**src/rtl/mem_arbiter.sv**
```systemverilog
// mem_arbiter
// Shares one word-addressed backing store between the I-cache refill path and
// the D-cache refill/write-back path. Each granted line transaction takes a
// fixed LATENCY cycles from grant to a one-cycle done pulse on the owning port.
//
// Ports
//   clk         system clock, rising edge
//   reset       asynchronous active-high reset (aborts any in-flight transaction)
//   iLoad       I refill request, held until iDone
//   iLineAddr   I line address
//   iDataOut    last I refill line {mem[2a+1], mem[2a]}
//   iDone       one-cycle I completion pulse
//   dLoad       D refill request, held until dDone
//   dWrite      D write-back request, held until dDone (served before dLoad)
//   dLineAddr   D line address (shared by dLoad and dWrite)
//   dWriteData  write-back line, [31:0] -> mem[2a], [63:32] -> mem[2a+1]
//   dDataOut    last D refill line
//   dDone       one-cycle D completion pulse
//   busy        high while a transaction is in BUSY or DONE
//   grantD      owner of the current/last transaction (1 = D, 0 = I)
module mem_arbiter #(
  parameter int LINE_ADDR_W = 2,
  parameter int LATENCY     = 20
) (
  input  logic                   clk,
  input  logic                   reset,
  input  logic                   iLoad,
  input  logic [LINE_ADDR_W-1:0] iLineAddr,
  output logic [63:0]            iDataOut,
  output logic                   iDone,
  input  logic                   dLoad,
  input  logic                   dWrite,
  input  logic [LINE_ADDR_W-1:0] dLineAddr,
  input  logic [63:0]            dWriteData,
  output logic [63:0]            dDataOut,
  output logic                   dDone,
  output logic                   busy,
  output logic                   grantD
);

  localparam int          WORDS    = 2 ** (LINE_ADDR_W + 1);
  localparam logic [7:0]  CNT_LOAD = 8'(LATENCY - 1);

  typedef enum logic [1:0] {
    S_IDLE = 2'd0,
    S_BUSY = 2'd1,
    S_DONE = 2'd2
  } state_t;

  state_t                 r_state;
  state_t                 w_state_nxt;
  logic [7:0]             r_cnt;
  logic                   r_port_d;
  logic                   r_write;
  logic [LINE_ADDR_W-1:0] r_addr;
  logic [63:0]            r_wdata;
  logic                   r_last_d;
  logic [31:0]            r_mem [0:WORDS-1];

  logic                   w_grant;
  logic                   w_grant_d;
  logic                   w_commit;
  logic [LINE_ADDR_W:0]   w_lo_idx;
  logic [LINE_ADDR_W:0]   w_hi_idx;
  logic [63:0]            w_rd_line;

  // Arbitration: a lone requester wins; on a tie the port not granted last wins.
  always_comb begin
    w_grant   = 1'b0;
    w_grant_d = 1'b0;
    if (iLoad && (dLoad || dWrite)) begin
      w_grant   = 1'b1;
      w_grant_d = ~r_last_d;
    end else if (iLoad) begin
      w_grant   = 1'b1;
      w_grant_d = 1'b0;
    end else if (dLoad || dWrite) begin
      w_grant   = 1'b1;
      w_grant_d = 1'b1;
    end else begin
      w_grant   = 1'b0;
      w_grant_d = 1'b0;
    end
  end

  // Next-state logic and the commit strobe at the BUSY->DONE boundary.
  always_comb begin
    w_state_nxt = r_state;
    w_commit    = 1'b0;
    case (r_state)
      S_IDLE: begin
        if (w_grant) begin
          w_state_nxt = S_BUSY;
        end else begin
          w_state_nxt = S_IDLE;
        end
      end
      S_BUSY: begin
        if (r_cnt == 8'd0) begin
          w_state_nxt = S_DONE;
          w_commit    = 1'b1;
        end else begin
          w_state_nxt = S_BUSY;
        end
      end
      S_DONE:  w_state_nxt = S_IDLE;
      default: w_state_nxt = S_IDLE;
    endcase
  end

  // Word indices of the latched line and the line as currently stored.
  always_comb begin
    w_lo_idx  = {r_addr, 1'b0};
    w_hi_idx  = {r_addr, 1'b1};
    w_rd_line = {r_mem[w_hi_idx], r_mem[w_lo_idx]};
  end

  // Control state, transaction latch and registered outputs.
  always_ff @(posedge clk or posedge reset) begin
    if (reset) begin
      r_state  <= S_IDLE;
      r_cnt    <= 8'd0;
      r_port_d <= 1'b0;
      r_write  <= 1'b0;
      r_addr   <= '0;
      r_wdata  <= 64'd0;
      r_last_d <= 1'b1;
      grantD   <= 1'b0;
      busy     <= 1'b0;
      iDone    <= 1'b0;
      dDone    <= 1'b0;
      iDataOut <= 64'd0;
      dDataOut <= 64'd0;
    end else begin
      r_state <= w_state_nxt;
      busy    <= (w_state_nxt != S_IDLE);
      iDone   <= w_commit & ~r_port_d;
      dDone   <= w_commit & r_port_d;
      case (r_state)
        S_IDLE: begin
          if (w_grant) begin
            // Write-back takes precedence over refill on the D port.
            r_port_d <= w_grant_d;
            r_write  <= w_grant_d & dWrite;
            r_addr   <= w_grant_d ? dLineAddr : iLineAddr;
            r_wdata  <= dWriteData;
            r_cnt    <= CNT_LOAD;
            r_last_d <= w_grant_d;
            grantD   <= w_grant_d;
          end
        end
        S_BUSY: begin
          if (r_cnt != 8'd0) begin
            r_cnt <= r_cnt - 8'd1;
          end
          if (w_commit && !r_write) begin
            if (r_port_d) begin
              dDataOut <= w_rd_line;
            end else begin
              iDataOut <= w_rd_line;
            end
          end
        end
        S_DONE: begin
          r_cnt <= 8'd0;
        end
        default: begin
          r_cnt <= 8'd0;
        end
      endcase
    end
  end

  // Backing store: cleared on reset, written as a line pair on write commit.
  always_ff @(posedge clk or posedge reset) begin
    if (reset) begin
      for (int k = 0; k < WORDS; k++) begin
        r_mem[k] <= 32'd0;
      end
    end else begin
      if (w_commit && r_write) begin
        r_mem[w_lo_idx] <= r_wdata[31:0];
        r_mem[w_hi_idx] <= r_wdata[63:32];
      end
    end
  end

endmodule

```
**config.mk**
```make
export PLATFORM = sky130hd
export DESIGN_NAME = mem_arbiter
export DESIGN_NICKNAME = d
export VERILOG_FILES = /design/src/rtl/mem_arbiter.sv
export SDC_FILE = /design/constraint.sdc
export NUM_CORES = 1
export LEC_CHECK = 0
export ABC_AREA = 1
export CAP_MARGIN = 20
export CORE_ASPECT_RATIO = 1.5
export CORE_MARGIN = 2
export CORE_UTILIZATION = 48
export CTS_CLUSTER_DIAMETER = 40
export CTS_CLUSTER_SIZE = 8
export DETAILED_ROUTE_END_ITERATION = 12
export PLACE_DENSITY = 0.68
export SETUP_SLACK_MARGIN = 0.1
export SYNTH_ARGS = -nofsm -noshare
export SYNTH_HDL_FRONTEND = slang
export SYNTH_SLANG_ARGS = --single-unit
```
**constraint.sdc**
```tcl
create_clock -name clk -period 29.5 [get_ports clk]
set_input_delay 7.375 -clock clk [delete_from_list [all_inputs] [get_ports clk]]
set_output_delay 7.375 -clock clk [all_outputs]
set_load 0.02 [all_outputs]
```
==> results.md <==
* Cell depth of the worst min-delay path at 2
* Share of post-route cells with drive strength above 1 at 5.11%
* Iteration-0 DRC Markers at around 1.1k
* Starting density of the core at around half
* Gate count of the mapped netlist at 2121
* Via count of the first global-routing pass at 15.1k
* Pre-Repair DR Iteration Count at 5
* DRC violation count after routing at 0
* List of cells traversed by the critical path: clkdlybuf4s50_1
* Hold slack at 474 ps
* Startpoint of the most critical hold path: iDataOut[3]
* Summed negative setup slack over all endpoints at 0 ps
* Most common cell after layout, fill and taps aside: sky130_fd_sc_hd__nand2_1
* Max Fclk at around 100 MHz
* Root buffer cell: sky130_fd_sc_hd__clkbuf_16
* Total via count in the routed design at roughly 15k
* Aggregate routed wire length at 49.7 mm
* Met2 usage in global routing at 41.3%
* M1 GR Usage at 31.9%
* Launching element type of the critical path: flip-flop
* Max-Slew Margin vs Limit at a little under a third
* Global-route wire length before repair at 80.0 mm
* Static leakage power at 11.0 nW
* Final critical-path share of the clock period at 33.4%
* Max cap viols at 0
* Critical path required time at 22120 ps
* Number of synthesized register bits at 466
* Hold Violations, Final at 0
* Pins over their slew limit at 0
* Width of the die at between 150 and 200 um
* Area of the die at between 40000 and 50000 sq um
* Clock Skew at 15.1 ps
* Worst path buffer plus inverter count at 1
* Peak supply drop at 0.0684 mV
* Top library cells by usage in the layout, fill and taps aside: sky130_fd_sc_hd__nand2_1, sky130_fd_sc_hd__dfrtp_1, sky130_fd_sc_hd__clkdlybuf4s50_1
* Number of top-level pins at 205
* Mean Syn Cell Area at 8.87 sq um
* Number of H-tree branching levels at 3
* Worst min-delay path endpoint: iDataOut[3]
* R2R setup slack at 26720 ps
* Half-perimeter wire length after placement at ~27 mm
* Run status: complete, no violations
* Hold Path Class: reg2reg
* Number of buffers created by CTS at 69
* Final critical-path required period at 9840 ps
* Overall power consumption at around 2.4 mW
* Worst-path cell with the longest stage delay: sky130_fd_sc_hd__dfrtp_4
* Library cells used by synthesis at 25
* Met3 Resource Use GR at 4.08%
* Critical Path Sink Type: output port
* Kind of critical path: reg2out
* Category of cells accounting for the largest share of critical-path delay: flip-flops
* Synthesis warning total at 0
* Largest driver fanout on the critical path at 68
* Average wire per cell in the routed design at ~18 um
* Synthesized netlist net count at 2195
* Port buffer count at around 200
* Row cnt at 88
* Data arrival time of the worst path at 2470 ps
* Cell Area, Synth at 18800 sq um
* Buffers from clock root to sink, at most at 3
* Layout filler cell count at 3368
* Worst flop-to-flop path startpoint: r_port_d
* Global-route congestion overflow total at 0
* Area growth from synthesis to layout at 22.2%
* Placeable core region at 38500 sq um
* Tot GR Track Use at 24.6%
* Part of the Yosys area used for sequential elements at 62.0%
* Number of hold-repair buffers added at the cts stage at 0
* Worst slew pin tran at 1040 ps
* Clock latency reported for the late side of the worst-skew pair at roughly 570 ps
* Reg-to-Reg End: dDataOut[21]
* Routability congestion estimate from global placement at 0.814
* TritonCTS clock tree: built
* CTS resizes at 0
* Depth of the worst register-to-register path at 4
* Unrepaired setup endpoints after global routing: no
* Post-layout nets at 2352
* Pin count of the biggest net entering global routing at 170
* Clock tree sinks at 466
* Cell depth of the worst setup path at 1
* Longest individual stage delay on the worst path at about 1100 ps
* Final number of setup-violating endpoints at 0
* Via-per-instance ratio at 5.46
* GRT busiest layer: met2
* Clock Pin Slew Worst Setup and Hold Paths at 50 ps
* Power density cells at 105 nW/um^2
* Routed Antenna Nets at 0
* Antenna violations before repair at 0
* Die height at roughly 250 um
* Post-CTS setup buffers at 0
-- how the worst max path moves through the flow --
stage / startpoint / end / slack (ps)
after global routing: reset / r_mem[20] / 19280
after floorplan: reset / busy / 9130
after CTS: reset / r_mem[20] / 19570
after global placement: reset / r_mem[34] / 19030
after detailed placement: reset / r_mem[20] / 18980
final: r_port_d / grantD / 19660
-- cell families after synthesis --
kind of cell / after synthesis / synth area share, %
simple gates: 1090 / 23.9
flops: 466 / 62.0
compound gates: 337 / 8.97
buf+inv: 225 / 5.01
xor+xnor: 2 / 0.0931
fa+ha+maj: 1 / 0.0665
-- registers in the layout, summed over array words and instances (netlist names) --
| signal | flops |
|---|---|
| r_addr | 2 |
| r_mem | 256 |
| busy | 1 |
| iDataOut | 64 |
| r_port_d | 1 |
| r_cnt | 8 |
| dDone | 1 |
| dDataOut | 64 |
| iDone | 1 |
| r_write | 1 |
| r_wdata | 64 |
| r_state | 2 |
| r_last_d | 1 |
-- synth_stat cells, drive strengths merged --
| cell type | number | area, sq um |
|---|---|---|
| a21oi | 1 | 5.00 |
| buf | 65 | 343 |
| clkbuf | 74 | 278 |
| dfrtp | 465 | 11600 |
| dfstp | 1 | 26.3 |
| ha | 1 | 12.5 |
| inv | 86 | 323 |
| nand2 | 860 | 3230 |
| nand3 | 137 | 691 |
| nand4 | 72 | 463 |
| nor2 | 20 | 106 |
| nor3 | 1 | 5.00 |
| o21ai | 334 | 1670 |
| o22ai | 2 | 12.5 |
| xor2 | 2 | 17.5 |
-- layout make-up --
cell class	count	area (sq um)	share of cell area [%]
diodes	1	2.50	0.0109
clock buffers	82	1870	8.13
clock inverters	2	38.8	0.169
inverters	86	334	1.45
multi-input cells	1430	6260	27.2
flip-flops and latches	466	11700	50.7
well taps	495	619	2.69
repair buffers	225	2210	9.62
-- stage by stage --
stage | cells | area, sq um | util (%) | setup WS, ps
floorplan | 2121 | 18800 | - | 9130
global placement | 2702 | 21100 | 54.7 | 19030
detailed placement | 2702 | 21100 | 54.7 | 18980
CTS | 2786 | 23000 | 59.7 | 19570
global route | 2786 | 23000 | 59.7 | 19280
finish | 2787 | 23000 | 59.7 | 19660
-- power breakdown --
| group | switching (mW) | leakage [nW] | internal [mW] | total [mW] |
|---|---|---|---|---|
| sequential | 0.139 | 6.00 | 0.867 | 1.01 |
| combinational | 0.463 | 4.03 | 0.236 | 0.700 |
| clock | 0.258 | 0.934 | 0.446 | 0.703 |
-- metal layers --
metal	part of all wire, %	up-vias
li1	-	7151
met1	42	7456
met2	49	514
met3	5.9	92
met4	3.5	0
met5	0	-
Power figures use the tool's default switching activity.
